--- src/rtl/riscv_pkg.sv ---
// Shared RISC-V fetch definitions: fetch FSM states, instruction size and
// base opcode encodings used by the fetch controller and decode.
package riscv_pkg;

    typedef enum logic [1:0] {
        ST_IDLE  = 2'd0,
        ST_FETCH = 2'd1,
        ST_LAST  = 2'd2,
        ST_HOLD  = 2'd3
    } fetch_state_e;

    localparam int INSTR_BYTES = 4;

    localparam logic [6:0] OPC_LUI    = 7'b0110111;
    localparam logic [6:0] OPC_AUIPC  = 7'b0010111;
    localparam logic [6:0] OPC_JAL    = 7'b1101111;
    localparam logic [6:0] OPC_JALR   = 7'b1100111;
    localparam logic [6:0] OPC_BRANCH = 7'b1100011;
    localparam logic [6:0] OPC_LOAD   = 7'b0000011;
    localparam logic [6:0] OPC_STORE  = 7'b0100011;
    localparam logic [6:0] OPC_OPIMM  = 7'b0010011;
    localparam logic [6:0] OPC_OP     = 7'b0110011;

    // Major opcode field of a 32-bit instruction.
    function automatic logic [6:0] opcode_of(input logic [31:0] instr);
        return instr[6:0];
    endfunction

endpackage

--- src/rtl/instr_fetch_ctrl_if.sv ---
// Bus bundle of the instruction fetch controller: byte memory read port,
// redirect request and the valid/ready instruction output to decode.
// Optional macro FETCH_ILLEGAL_CHECK_EN adds the illegal flag.
interface instr_fetch_ctrl_if #(
    parameter int AW = 8
);
    logic          fetch_en;
    logic          mem_rd_en;
    logic [AW-1:0] mem_addr;
    logic [7:0]    mem_rdata;
    logic          redirect_valid;
    logic [AW-1:0] redirect_pc;
    logic          out_valid;
    logic          out_ready;
    logic [31:0]   out_instr;
    logic [AW-1:0] out_pc;
    logic [6:0]    out_opcode;
`ifdef FETCH_ILLEGAL_CHECK_EN
    logic          illegal;
`endif

    // Fetch controller side
    modport master (
`ifdef FETCH_ILLEGAL_CHECK_EN
        output illegal,
`endif
        input  fetch_en,
        output mem_rd_en,
        output mem_addr,
        input  mem_rdata,
        input  redirect_valid,
        input  redirect_pc,
        output out_valid,
        input  out_ready,
        output out_instr,
        output out_pc,
        output out_opcode
    );

    // Memory / decode / branch-unit side
    modport slave (
`ifdef FETCH_ILLEGAL_CHECK_EN
        input  illegal,
`endif
        output fetch_en,
        input  mem_rd_en,
        input  mem_addr,
        output mem_rdata,
        output redirect_valid,
        output redirect_pc,
        input  out_valid,
        output out_ready,
        input  out_instr,
        input  out_pc,
        input  out_opcode
    );
endinterface

--- src/rtl/fetch_byte_asm.sv ---
// Little-endian instruction assembly register: one byte lane per
// instruction byte, written by index, cleared by reset or flush.
module fetch_byte_asm
    import riscv_pkg::*;
(
    input  logic        clk,
    input  logic        rst,
    input  logic        clr,
    input  logic        cap_en,
    input  logic [1:0]  cap_idx,
    input  logic [7:0]  cap_data,
    output logic [31:0] word
);

    genvar gi;
    generate
        for (gi = 0; gi < INSTR_BYTES; gi++) begin : g_lane
            logic [7:0] byte_reg;

            // Capture this lane when its byte index is addressed; flush wins
            always_ff @(posedge clk) begin
                if (rst || clr) begin
                    byte_reg <= 8'h00;
                end else if (cap_en && (cap_idx == 2'(gi))) begin
                    byte_reg <= cap_data;
                end
            end

            assign word[gi*8 +: 8] = byte_reg;
        end
    endgenerate

endmodule

--- src/rtl/instr_fetch_ctrl.sv ---
// Instruction fetch controller: walks the byte-wide instruction memory four
// reads per instruction, assembles the word and hands it to decode over
// valid/ready. Owns the PC (+4 on consume, redirect with flush).
// Optional macro FETCH_ILLEGAL_CHECK_EN: flags instructions whose low two
// bits are not 2'b11 and halts fetching after they are consumed until a
// redirect or reset.
module instr_fetch_ctrl
    import riscv_pkg::*;
#(
    parameter int            AW       = 8,
    parameter logic [AW-1:0] RESET_PC = '0
)(
    input  logic               clk,
    input  logic               rst,
    instr_fetch_ctrl_if.master bus
);

    fetch_state_e  state_reg;
    fetch_state_e  state_next;
    logic [1:0]    k_reg;
    logic [AW-1:0] pc_reg;
    logic [AW-1:0] out_pc_reg;
    logic [31:0]   asm_word;
    logic          cap_en;
    logic [1:0]    cap_idx;
    logic          handshake;
    logic          fetch_ok;
    logic          unused_bits;

    // Low target bits are forced to zero, so they are deliberately dropped.
    assign unused_bits = ^bus.redirect_pc[1:0];

`ifdef FETCH_ILLEGAL_CHECK_EN
    logic illegal_reg;

    // Sticky illegal flag, set as the instruction enters HOLD
    always_ff @(posedge clk) begin
        if (rst || bus.redirect_valid) begin
            illegal_reg <= 1'b0;
        end else if (state_reg == ST_LAST && asm_word[1:0] != 2'b11) begin
            illegal_reg <= 1'b1;
        end
    end

    assign fetch_ok    = ~illegal_reg;
    assign bus.illegal = illegal_reg;
`else
    assign fetch_ok = 1'b1;
`endif

    // State register
    always_ff @(posedge clk) begin
        if (rst) begin
            state_reg <= ST_IDLE;
        end else begin
            state_reg <= state_next;
        end
    end

    // Next-state logic; a redirect overrides every state
    always_comb begin
        state_next = state_reg;
        if (bus.redirect_valid) begin
            state_next = bus.fetch_en ? ST_FETCH : ST_IDLE;
        end else begin
            case (state_reg)
                ST_IDLE:  if (bus.fetch_en && fetch_ok) state_next = ST_FETCH;
                ST_FETCH: if (k_reg == 2'd3) state_next = ST_LAST;
                ST_LAST:  state_next = ST_HOLD;
                ST_HOLD: begin
                    if (bus.out_ready) begin
                        state_next = (bus.fetch_en && fetch_ok) ? ST_FETCH : ST_IDLE;
                    end
                end
                default:  state_next = ST_IDLE;
            endcase
        end
    end

    // State-decoded outputs and byte-capture controls
    always_comb begin
        bus.mem_rd_en = (state_reg == ST_FETCH);
        bus.mem_addr  = pc_reg + AW'(k_reg);
        bus.out_valid = (state_reg == ST_HOLD);
        handshake     = (state_reg == ST_HOLD) && bus.out_ready;
        cap_en        = 1'b0;
        cap_idx       = 2'd0;
        if (!bus.redirect_valid) begin
            if (state_reg == ST_FETCH && k_reg != 2'd0) begin
                cap_en  = 1'b1;
                cap_idx = k_reg - 2'd1;
            end else if (state_reg == ST_LAST) begin
                cap_en  = 1'b1;
                cap_idx = 2'd3;
            end
        end
    end

    // PC, byte counter and registered output PC
    always_ff @(posedge clk) begin
        if (rst) begin
            pc_reg     <= RESET_PC;
            k_reg      <= 2'd0;
            out_pc_reg <= '0;
        end else if (bus.redirect_valid) begin
            pc_reg <= {bus.redirect_pc[AW-1:2], 2'b00};
            k_reg  <= 2'd0;
        end else begin
            k_reg <= (state_reg == ST_FETCH) ? k_reg + 2'd1 : 2'd0;
            if (state_reg == ST_LAST) begin
                out_pc_reg <= pc_reg;
            end
            if (handshake) begin
                pc_reg <= pc_reg + AW'(INSTR_BYTES);
            end
        end
    end

    fetch_byte_asm u_asm (
        .clk      (clk),
        .rst      (rst),
        .clr      (bus.redirect_valid),
        .cap_en   (cap_en),
        .cap_idx  (cap_idx),
        .cap_data (bus.mem_rdata),
        .word     (asm_word)
    );

    assign bus.out_instr  = asm_word;
    assign bus.out_pc     = out_pc_reg;
    assign bus.out_opcode = opcode_of(asm_word);

endmodule

--- src/flat_wrapper.sv ---
// flat-port wrapper written by rule: the top's interface ports become plain ports
module instr_fetch_ctrl_flat import riscv_pkg::*;
#(
    parameter int            AW       = 8,
    parameter logic [AW-1:0] RESET_PC = '0
)
  (clk, rst, bus_fetch_en, bus_mem_rd_en, bus_mem_addr, bus_mem_rdata, bus_redirect_valid, bus_redirect_pc, bus_out_valid, bus_out_ready, bus_out_instr, bus_out_pc, bus_out_opcode);
  instr_fetch_ctrl_if #(.AW(AW)) bus_i ();
  input  logic clk;
  input  logic rst;
  input wire logic [$bits(bus_i.fetch_en)-1:0] bus_fetch_en;
  output wire logic [$bits(bus_i.mem_rd_en)-1:0] bus_mem_rd_en;
  output wire logic [$bits(bus_i.mem_addr)-1:0] bus_mem_addr;
  input wire logic [$bits(bus_i.mem_rdata)-1:0] bus_mem_rdata;
  input wire logic [$bits(bus_i.redirect_valid)-1:0] bus_redirect_valid;
  input wire logic [$bits(bus_i.redirect_pc)-1:0] bus_redirect_pc;
  output wire logic [$bits(bus_i.out_valid)-1:0] bus_out_valid;
  input wire logic [$bits(bus_i.out_ready)-1:0] bus_out_ready;
  output wire logic [$bits(bus_i.out_instr)-1:0] bus_out_instr;
  output wire logic [$bits(bus_i.out_pc)-1:0] bus_out_pc;
  output wire logic [$bits(bus_i.out_opcode)-1:0] bus_out_opcode;
  assign bus_i.fetch_en = bus_fetch_en;
  assign bus_mem_rd_en = bus_i.mem_rd_en;
  assign bus_mem_addr = bus_i.mem_addr;
  assign bus_i.mem_rdata = bus_mem_rdata;
  assign bus_i.redirect_valid = bus_redirect_valid;
  assign bus_i.redirect_pc = bus_redirect_pc;
  assign bus_out_valid = bus_i.out_valid;
  assign bus_i.out_ready = bus_out_ready;
  assign bus_out_instr = bus_i.out_instr;
  assign bus_out_pc = bus_i.out_pc;
  assign bus_out_opcode = bus_i.out_opcode;
  instr_fetch_ctrl #(.AW(AW), .RESET_PC(RESET_PC)) u_core (.clk(clk), .rst(rst), .bus(bus_i));
endmodule
--- config.mk ---
export PLATFORM = sky130hd
export DESIGN_NAME = instr_fetch_ctrl_flat
export DESIGN_NICKNAME = d
export VERILOG_FILES = /design/src/rtl/riscv_pkg.sv /design/src/rtl/instr_fetch_ctrl_if.sv /design/src/rtl/fetch_byte_asm.sv /design/src/rtl/instr_fetch_ctrl.sv /design/src/flat_wrapper.sv
export SDC_FILE = /design/constraint.sdc
export NUM_CORES = 1
export LEC_CHECK = 0
export CAP_MARGIN = 15
export CORE_UTILIZATION = 39
export DETAILED_ROUTE_END_ITERATION = 10
export PLACE_DENSITY_LB_ADDON = 0.2
export SLEW_MARGIN = 20
export SYNTH_ARGS = -nofsm -noshare
export SYNTH_HDL_FRONTEND = slang
export SYNTH_SLANG_ARGS = --single-unit
--- constraint.sdc ---
create_clock -name clk -period 1.6 [get_ports clk]
set_clock_uncertainty 0.05 [all_clocks]
set_input_delay 0.16 -clock clk [delete_from_list [all_inputs] [get_ports clk]]
set_output_delay 0.16 -clock clk [all_outputs]
set_load 0.1 [all_outputs]
==> metrics.md <==
| Metric | Value |
|---|---|
| CP max FO | 3 |
| Hold WC Path Type | in -> reg |
| Post-synthesis simple-gate area fraction | 17.9% |
| Die area | about 5500 µm² |
| DPL Wire Length | 3.78 mm |
| Slowest cell on crit path | mux2_2 |
| Leakage | approximately 0.0016 µW |
| Layout Utilization | 77.5% |
| N_diodes | 0 |
| Commonest non-fill, non-tap cell in the layout | buf_12 |
| Area growth, synth to finish | 85.0% |
| Post-Syn Instances | between 200 and 250 |
| Hold Violations, Final | 0 |
| Total grt overflow | 0 |
| Peak supply drop | a little under 0.0004 V |
| Synth warn | 0 |
| Min cycle time layout | 1.65 ns |
| Main combinational cell family by area after synthesis | simple AND/OR/NAND/NOR gates |
| RSZ-0062 raised after global routing | true |
| Row count | 25 |
| Vias in the first global route | approximately 1700 |
| H-tree depth | 2 |
| Final worst slack | -0.0454 ns |
| Core Area | around 4900 µm² |
| Multiplexer share of the synthesized area | 12.9% |
| Distinct cells, synth | 31 |
| GPL Wtd Cong | about 0.75 |
| Initial Util | between 40% and 50% |
| Post-Synth XOR/XNOR Area | roughly 1.7% |
| Post-synthesis sequential area ratio | around 47% |
| Setup tns final | -0.0556 ns |
| Failing checks | setup timing |
| Most frequent cells in the layout | buf_12 (61), dfxtp_1 (39), nand2_1 (27) |
| Buffers on Ports | 73 |
| # nets final | 337 |
| DR pass1 iterations | 4 |
| IO Count | slightly below 80 |
| Largest net degree at the start of global routing | 43 |
| Power per cell area | between 600 and 700 nW/µm² |
| Initial antenna violation count | 0 |
| Clock sink count | between 40 and 50 |
| CP Launch Type | flop |
| Die Wd | 74.4 µm |
| Max Slew Vio Count | 0 |
| Int Power | between 1500 and 2000 µW |
| First-pass GRT wire length | between 7 and 8 mm |
| Total Routing Usage GR | between 10% and 20% |
| Die Ht | approximately 74 µm |
| Critical R2R Launch | u_core.state_reg[1] |
| Complex-gate fraction of the synthesized area | about 7.7% |
| Final WL | 4.89 mm |
| Worst hold margin | ~0.37 ns |
| Worst path cell trace | buf_12 -> ha_4 -> a222oi_1 -> mux2_2 -> o32ai_2 |
| Max-cap viol count | 0 |
| Flops & latches, synth | 48 |
| Arr. time, crit path | 1.80 ns |
| Worst setup path startpoint | u_core.state_reg[1] |
| Via density | 4.76 |
| Fin crit share | 103% |
| Sequential power share | between 50% and 60% |
| Clk pwr share | about 31% |
| Clock latency at the later pin of the worst-skew pair | a little under 0.3 ns |
| Net load switching power | approximately 700 µW |
| Detailed-route via count | 1790 |
| Adder-cell share of the synthesized area | under 10% |
| Logic pwr share | 18.8% |
| Clock root buffer | clkbuf_8 |
| Fmax | just over 600 MHz |
| CTS buffer count | 5 |
| Max Root-Sink Buffers | 2 |
| DR DRC count | 0 |
| Worst Hold Launch | bus_redirect_pc[4] |
| Largest register FFs | 32 |
| Dpl cell area | 3630 µm² |
| Fraction of layout instances using a drive strength above 1 | 37.5% |
| Crit-path max cell delay | 0.40 ns |
| Worst-path clk slew | around 0.080 ns |
| Setup violators final | 2 |
| Switching Share | 27.9% |
| Final Cell Area | ~3800 µm² |
| DR WL/cell | between 10 and 15 µm |
| WP data required | between 1.5 and 2 ns |
| Mapped Area | just over 2000 µm² |
| Post-route ant nets | 0 |
| Syn Area/Cell | approximately 9.1 µm² |
| Setup slack, reg-to-reg | -0.05 ns |
| Status | finished with violations |
| CP endpoint kind | flop |
| Critical path type | reg -> reg |
| Initial DRC Count | between 100 and 150 |
| CTS tree | done |
==> routing by layer <==
metal  up-vias  part of all wire (%)  track usage, %
li1        914                     -               -
met1       815                    45            24.5
met2        51                    48            30.2
met3        10                   4.8            5.15
met4         0                   1.8            6.71
met5         -                     0               0
==> area by class of cell <==
class / instances / area (µm²)
clock inverters: 2 / 13.8
repair buffers: 97 / 1540
fillers: 326 / 1100
clock buffers: 6 / 82.6
multi-input cells: 148 / 1040
well taps: 67 / 83.8
flip-flops and latches: 48 / 982
inverters: 8 / 32.5
==> Yosys cell counts (all sizes together) <==
cell type / number / area share, %
dfxtp: 48 / 47
nand2: 28 / 5.3
mux2i: 24 / 12
nor2: 22 / 4.0
nand3: 20 / 5.1
o21ai: 17 / 4.2
buf: 13 / 4.7
clkbuf: 8 / 1.5
ha: 8 / 4.9
inv: 8 / 1.5
a211oi: 4 / 1.5
a21oi: 3 / 0.73
and3: 3 / 0.92
mux2: 2 / 1.1
nand4: 2 / 0.61
xnor2: 2 / 0.86
xor2: 2 / 0.86
a222oi: 1 / 0.49
a311oi: 1 / 0.43
and2: 1 / 0.31
conb: 1 / 0.18
nand3b: 1 / 0.37
nor2b: 1 / 0.31
nor3b: 1 / 0.37
o32ai: 1 / 0.43
or2: 1 / 0.31
or3: 1 / 0.31
==> worst max-delay path, delay by kind of cell, from the launching register on <==
kind,cells,cell delay (ns)
buffers and inverters,1,0.12
adder cells (fa/ha/maj),1,0.15
multiplexers,1,0.40
AO/OA/AOI/OAI,2,0.46
flip-flops,1,0.37
==> worst paths after layout <==
| kind | end | depth (start not counted) |
|---|---|---|
| max | u_core.state_reg[0] | 5 |
| min | u_core.pc_reg[4] | 3 |
| max reg2reg | u_core.state_reg[0] | 5 |
| min reg2reg | u_core.u_asm.g_lane[3].byte_reg[6] | 2 |
==> through the flow <==
step	total power (µW)	cells	setup WS, ns
final	2450	376	-0.0454
after global routing	2550	376	-0.113
after CTS	2470	374	-0.0264
after detailed placement	1720	366	-0.136
after global placement	1710	366	-0.0877
after floorplan	1520	225	-0.163
==> power by group through the flow <==
stage,combinational (µW),clock (µW),sequential (µW)
2_1_floorplan,162,0,1350
5_1_grt,488,820,1240
6_report,461,748,1240
3_3_place_gp,446,0,1270
4_1_cts,456,772,1240
3_5_place_dp,450,0,1270
==> kinds of logic after synthesis <==
group / after synthesis
fa+ha+maj: 8
xor+xnor: 4
compound gates: 27
buf+inv: 29
simple gates: 81
mux: 26
other cells: 1
flops: 48
==> timing repair <==
action / CTS / global route
cloned: 0 / 0
endpoints found under the setup margin: 2 / 22
buffers inserted: 0 / 2
resized for setup: 2 / 7
hold buffers: 0 / 0
pin swaps: 2 / 5
Power figures use the tool's default switching activity.
==> variant 1 (config.mk and constraints unchanged) <==
`AW` is set to 8 in 3 places; all go to 6.
--- a/src/rtl/instr_fetch_ctrl_if.sv
+++ b/src/rtl/instr_fetch_ctrl_if.sv
@@ -3,5 +3,5 @@
 // Optional macro FETCH_ILLEGAL_CHECK_EN adds the illegal flag.
 interface instr_fetch_ctrl_if #(
-    parameter int AW = 8
+    parameter int AW = 6
 );
     logic          fetch_en;
--- a/src/rtl/instr_fetch_ctrl.sv
+++ b/src/rtl/instr_fetch_ctrl.sv
@@ -8,5 +8,5 @@
     import riscv_pkg::*;
 #(
-    parameter int            AW       = 8,
+    parameter int            AW       = 6,
     parameter logic [AW-1:0] RESET_PC = '0
 )(
--- a/src/flat_wrapper.sv
+++ b/src/flat_wrapper.sv
@@ -2,5 +2,5 @@
 module instr_fetch_ctrl_flat import riscv_pkg::*;
 #(
-    parameter int            AW       = 8,
+    parameter int            AW       = 6,
     parameter logic [AW-1:0] RESET_PC = '0
 )
Ports: changed (resized bus_mem_addr, bus_out_pc and bus_redirect_pc); port bits go from 78 to 72. No check against the original RTL was run, so the function may have changed too.
==> variant 1 against the original RTL <==
- the flow finishes with violations (design-rule violations)
- maximum frequency grew 4.9%
- non-clock buffer count shrank 8
- routed wire length shrank 4.3%
- sequential cell count shrank 4
- setup slack gained 0.077 ns
- synthesized area shrank 8.1%
- total power shrank 2.7%
- first-iteration DRC count grew 6.3%
- design area shrank 8.7%
==> variant 1: results (changes against the original RTL) <==
\begin{tabular}{lr}
\hline
Metric & Value \\
\hline
\multicolumn{2}{l}{\textbf{Run status}} \\
Outcome & finished with violations \\
Failing checks & design-rule violations \\
\multicolumn{2}{l}{\textbf{Yosys}} \\
Share of the yosys chip area belonging to registers & 46.9\% (-0.13 points) \\
Synth Area in Compound Gates & 7.66\% (-0.054 points) \\
Post-synth top cells & sky130\_fd\_sc\_hd\_\_dfxtp\_1 (44), sky130\_fd\_sc\_hd\_\_nand2\_1 (28), sky130\_fd\_sc\_hd\_\_mux2i\_1 (21), sky130\_fd\_sc\_hd\_\_nand3\_1 (20), sky130\_fd\_sc\_hd\_\_nor2\_1 (18) \\
Arithmetic-cell share of the synthesized area counting full adders, half adders and majority gates & 5.33\% (+0.43 points) \\
Leading post-synthesis cells by cell area & sky130\_fd\_sc\_hd\_\_dfxtp\_1 (47\%), sky130\_fd\_sc\_hd\_\_mux2i\_1 (11\%), sky130\_fd\_sc\_hd\_\_nand2\_1 (5.6\%), sky130\_fd\_sc\_hd\_\_ha\_1 (5.3\%), sky130\_fd\_sc\_hd\_\_nand3\_1 (5.3\%) \\
Portion of netlist area occupied by mux cells & 12.4\% (-0.47 points) \\
\multicolumn{2}{l}{\textbf{Final layout}} \\
Clock network area share & 3.33\% (+0.79 points) \\
Register area & 900 um2 (-8.4\%) \\
Combined area of the multi-input logic cells & 953 um2 (-8.4\%) \\
Non-clock buffer share of cell area & 40.1\% (-0.76 points) \\
Fillcell total & 302 (-7.4\%) \\
\multicolumn{2}{l}{\textbf{Clock tree}} \\
Sink Count & 44 (-8.3\%) \\
Number of buffers inserted by post-CTS setup repair & 1 (+1) \\
\multicolumn{2}{l}{\textbf{Critical path}} \\
Top fanout value on the critical path & 4 (+1) \\
Worst setup slack for register-to-register paths & 0.03 ns (+0.08 ns) \\
\multicolumn{2}{l}{\textbf{Power}} \\
Power dissipated in sequential cells & 1.13 mW (-9\%) \\
Cell Int Power & 1.74 mW (-1.3\%) \\
Largest voltage drop on the vdd net & 0.509 mV (+30\%) \\
Leakage Power & 1.41 nW (-11\%) \\
Combinational-cell power consumption & 386 uW (-16\%) \\
\multicolumn{2}{l}{\textbf{Placed design}} \\
Detailed placement HPWL & 3600 um (-4.7\%) \\
IO buf count & 67 (-8.2\%) \\
\multicolumn{2}{l}{\textbf{Detailed routing}} \\
Count of TritonRoute iterations in the first routing pass & 7 (+3) \\
Number of vias per cell & 4.89 (+2.7\%) \\
Post-detailed-route DRC marker count & 5 (+5) \\
Drt initial violations & 118 (+6.3\%) \\
\multicolumn{2}{l}{\textbf{Global routing}} \\
Wire length of the first global-routing pass & 7620 um (-3.3\%) \\
Vias in the first global route & 1569 (-6.6\%) \\
\hline
\end{tabular}
variant 1: cell count changes after synthesis, moves of 2 or more:
| cell | before | now |
|---|---|---|
| sky130_fd_sc_hd__dfxtp_1 | 48 | 44 |
| sky130_fd_sc_hd__a211oi_1 | 4 | 1 |
| sky130_fd_sc_hd__clkbuf_1 | 8 | 6 |
| sky130_fd_sc_hd__mux2i_1 | 24 | 21 |
| sky130_fd_sc_hd__nand4_1 | 2 | 0 |
| sky130_fd_sc_hd__nor2_1 | 22 | 18 |
variant 1: stage by stage:
stage,worst slack (ns),cell area [um2],utilization (%),cells
global route,-0.0429,3450,76.6,337
CTS,-0.00743,3410,75.8,336
floorplan,-0.287,1940,-,206
finish,0.0311,3450,76.6,337
detailed placement,-0.164,3260,72.4,327
global placement,-0.107,3260,72.4,327
variant 1: metal layers:
layer / global-route usage [%] / vias to the layer above / wire length, um
met3: 5.49 / 5 / 227
met4: 6.67 / 0 / 67
met1: 24.8 / 755 / 2050
met5: 0 / - / 0
li1: - / 840 / -
met2: 32.1 / 47 / 2330
variant 1: worst min-delay path by stage:
stage	end	slack [ns]	cells past startpoint
after floorplan	u_core.pc_reg[4]	0.24	2
after global placement	u_core.u_asm.g_lane[2].byte_reg[1]	0.43	2
after detailed placement	u_core.u_asm.g_lane[2].byte_reg[6]	0.44	2
after CTS	u_core.pc_reg[4]	0.36	3
after global routing	u_core.pc_reg[4]	0.37	3
final	u_core.pc_reg[4]	0.38	3
variant 1: worst min-delay path, cell delays in order:
cell	delay, ns
sky130_fd_sc_hd__clkdlybuf4s50_1	0.41
sky130_fd_sc_hd__nand2_1	0.07
sky130_fd_sc_hd__a21oi_1	0.05
variant 1: kinds of logic after synthesis:
group,after synthesis
other cells,1
flops,44
compound gates,25
xor+xnor,2
simple gates,76
buf+inv,26
mux,23
fa+ha+maj,8
==> variant 2 (config.mk and constraints unchanged) <==
Without the edit above. Re-encode `fetch_state_e` (4 states) as one-hot, 4 bits wide.
--- a/src/rtl/riscv_pkg.sv
+++ b/src/rtl/riscv_pkg.sv
@@ -3,9 +3,9 @@
 package riscv_pkg;
 
-    typedef enum logic [1:0] {
-        ST_IDLE  = 2'd0,
-        ST_FETCH = 2'd1,
-        ST_LAST  = 2'd2,
-        ST_HOLD  = 2'd3
+    typedef enum logic [3:0] {
+        ST_IDLE  = 4'b0001,
+        ST_FETCH = 4'b0010,
+        ST_LAST  = 4'b0100,
+        ST_HOLD  = 4'b1000
     } fetch_state_e;
 
Function: no difference found for any inputs over 10 cycles, from zero or initial values and one cycle with rst high; not proved beyond that.
==> variant 2 against the original RTL <==
- the run still ends with negative setup slack left
- total power grew 4.0%
- first-iteration DRC count is 36% lower
- via count rose by 14%
- sequential share of layout area decreased by 0.58 points
- highest routed layer unchanged
- sequential cell count up 2
- setup slack worse by 0.25 ns
- synthesized area increased by 9.4%
- combinational power down 15%
- largest power group unchanged
- global-route usage grew 2.7 points
- design area is 5.4% higher
- routed wire length rose by 28%
==> variant 2: results (changes against the original RTL) <==
\begin{tabular}{lr}
\hline
Metric & Value \\
\hline
\multicolumn{2}{l}{\textbf{Clock tree}} \\
Number of buffers inserted by post-CTS setup repair & 2 (+2) \\
\multicolumn{2}{l}{\textbf{Global routing}} \\
GR Layer Usage met2 & 36.1\% (+5.9 points) \\
GRT Total Usage & 21.6\% (+2.7 points) \\
Global routing met1 resource utilization & 26.5\% (+2.0 points) \\
Met3 Track Usage GR & 4.71\% (-0.44 points) \\
Largest net degree at the start of global routing & 32 (-26\%) \\
Vias in the first global route & 2059 (+23\%) \\
\multicolumn{2}{l}{\textbf{Power}} \\
Leakage Power & 1.46 nW (-7.8\%) \\
Cell Int Power & 1.89 mW (+7.0\%) \\
\multicolumn{2}{l}{\textbf{Placed design}} \\
Global placement routability congestion & 0.777 (+3.4\%) \\
Detailed placement HPWL & 4470 um (+18\%) \\
Placed standard-cell area & 3750 um2 (+3.1\%) \\
Placed Cells & 390 (+6.6\%) \\
Post-placement worst setup slack & -0.321 ns (-0.184 ns) \\
\multicolumn{2}{l}{\textbf{Yosys}} \\
Synth Area in Compound Gates & 12.9\% (+5.2 points) \\
Share of the yosys chip area belonging to registers & 44.8\% (-2.3 points) \\
Arithmetic-cell share of the synthesized area counting full adders, half adders and majority gates & 1.68\% (-3.2 points) \\
Leading post-synthesis cells by cell area & sky130\_fd\_sc\_hd\_\_dfxtp\_1 (45\%), sky130\_fd\_sc\_hd\_\_mux2i\_1 (11\%), sky130\_fd\_sc\_hd\_\_nor2\_1 (6.0\%), sky130\_fd\_sc\_hd\_\_buf\_4 (4.0\%), sky130\_fd\_sc\_hd\_\_a21oi\_1 (3.8\%) \\
Area share of xor/xnor cells in the synthesized design & 2.74\% (+1.0 points) \\
Count of unique library cells instantiated by Yosys & 37 (+19\%) \\
Portion of netlist area occupied by mux cells & 11.2\% (-1.6 points) \\
\multicolumn{2}{l}{\textbf{Critical path}} \\
Startpoint of the worst setup timing path & u\_core.state\_reg[0] \\
Critical register-to-register path endpoint & u\_core.u\_asm.g\_lane[1].byte\_reg[7] \\
Biggest cell delay along the critical path & 0.55 ns (+0.15 ns) \\
Arrival time of data at the critical path endpoint & 1.68 ns (-0.12 ns) \\
Launch point of the worst reg-to-reg path & u\_core.state\_reg[0] \\
Worst setup slack for register-to-register paths & -0.27 ns (-0.22 ns) \\
Destination of the critical timing path & bus\_mem\_rd\_en \\
Kind of cell with the highest combined delay on the critical path & simple AND/OR/NAND/NOR gates \\
\multicolumn{2}{l}{\textbf{Detailed routing}} \\
Post-route met1 wirelength & 2610 um (+18\%) \\
Average wire per cell in the routed design & 15.4 um (+19\%) \\
Drt initial violations & 71 (-36\%) \\
\multicolumn{2}{l}{\textbf{Timing}} \\
Number of failing setup endpoints in the final timing report & 33 (+31) \\
Worst Setup Slack, final & -0.294 ns (-0.248 ns) \\
\multicolumn{2}{l}{\textbf{Final layout}} \\
Number of standard cells in the layout, taps in and fillers out & 406 (+8.0\%) \\
Fillcell total & 404 (+24\%) \\
\multicolumn{2}{l}{\textbf{Run status}} \\
Failing checks & negative setup slack \\
Outcome & finished with violations \\
\hline
\end{tabular}
==> variant 2: cell count changes in the layout (fill, tap and decap cells not counted), sizes merged, moves of 3 or more <==
cell    delta
o21ai      -5
inv        -5
nand3     -17
nor3       +3
o211ai    +10
a21oi     +14
nor2      +14
buf       +13
and4       +4
nand2     -10
xor2       +4
ha         -5
==> variant 2: cell type report <==
cell class	count	share of cell area (%)
Sequential cell	50	25.4
Multi-Input combinational cell	160	28.0
Clock buffer	7	1.92
Tap cell	72	2.26
Timing Repair Buffer	110	41.0
Clock inverter	1	0.754
Inverter	6	0.659
==> variant 2: power by group through the flow <==
stage	Clock [mW]	Sequential, mW	Combinational (mW)
2_1_floorplan	0	1.38	0.129
3_3_place_gp	0	1.30	0.360
3_5_place_dp	0	1.30	0.362
4_1_cts	0.904	1.27	0.368
5_1_grt	0.961	1.27	0.411
6_report	0.884	1.27	0.390
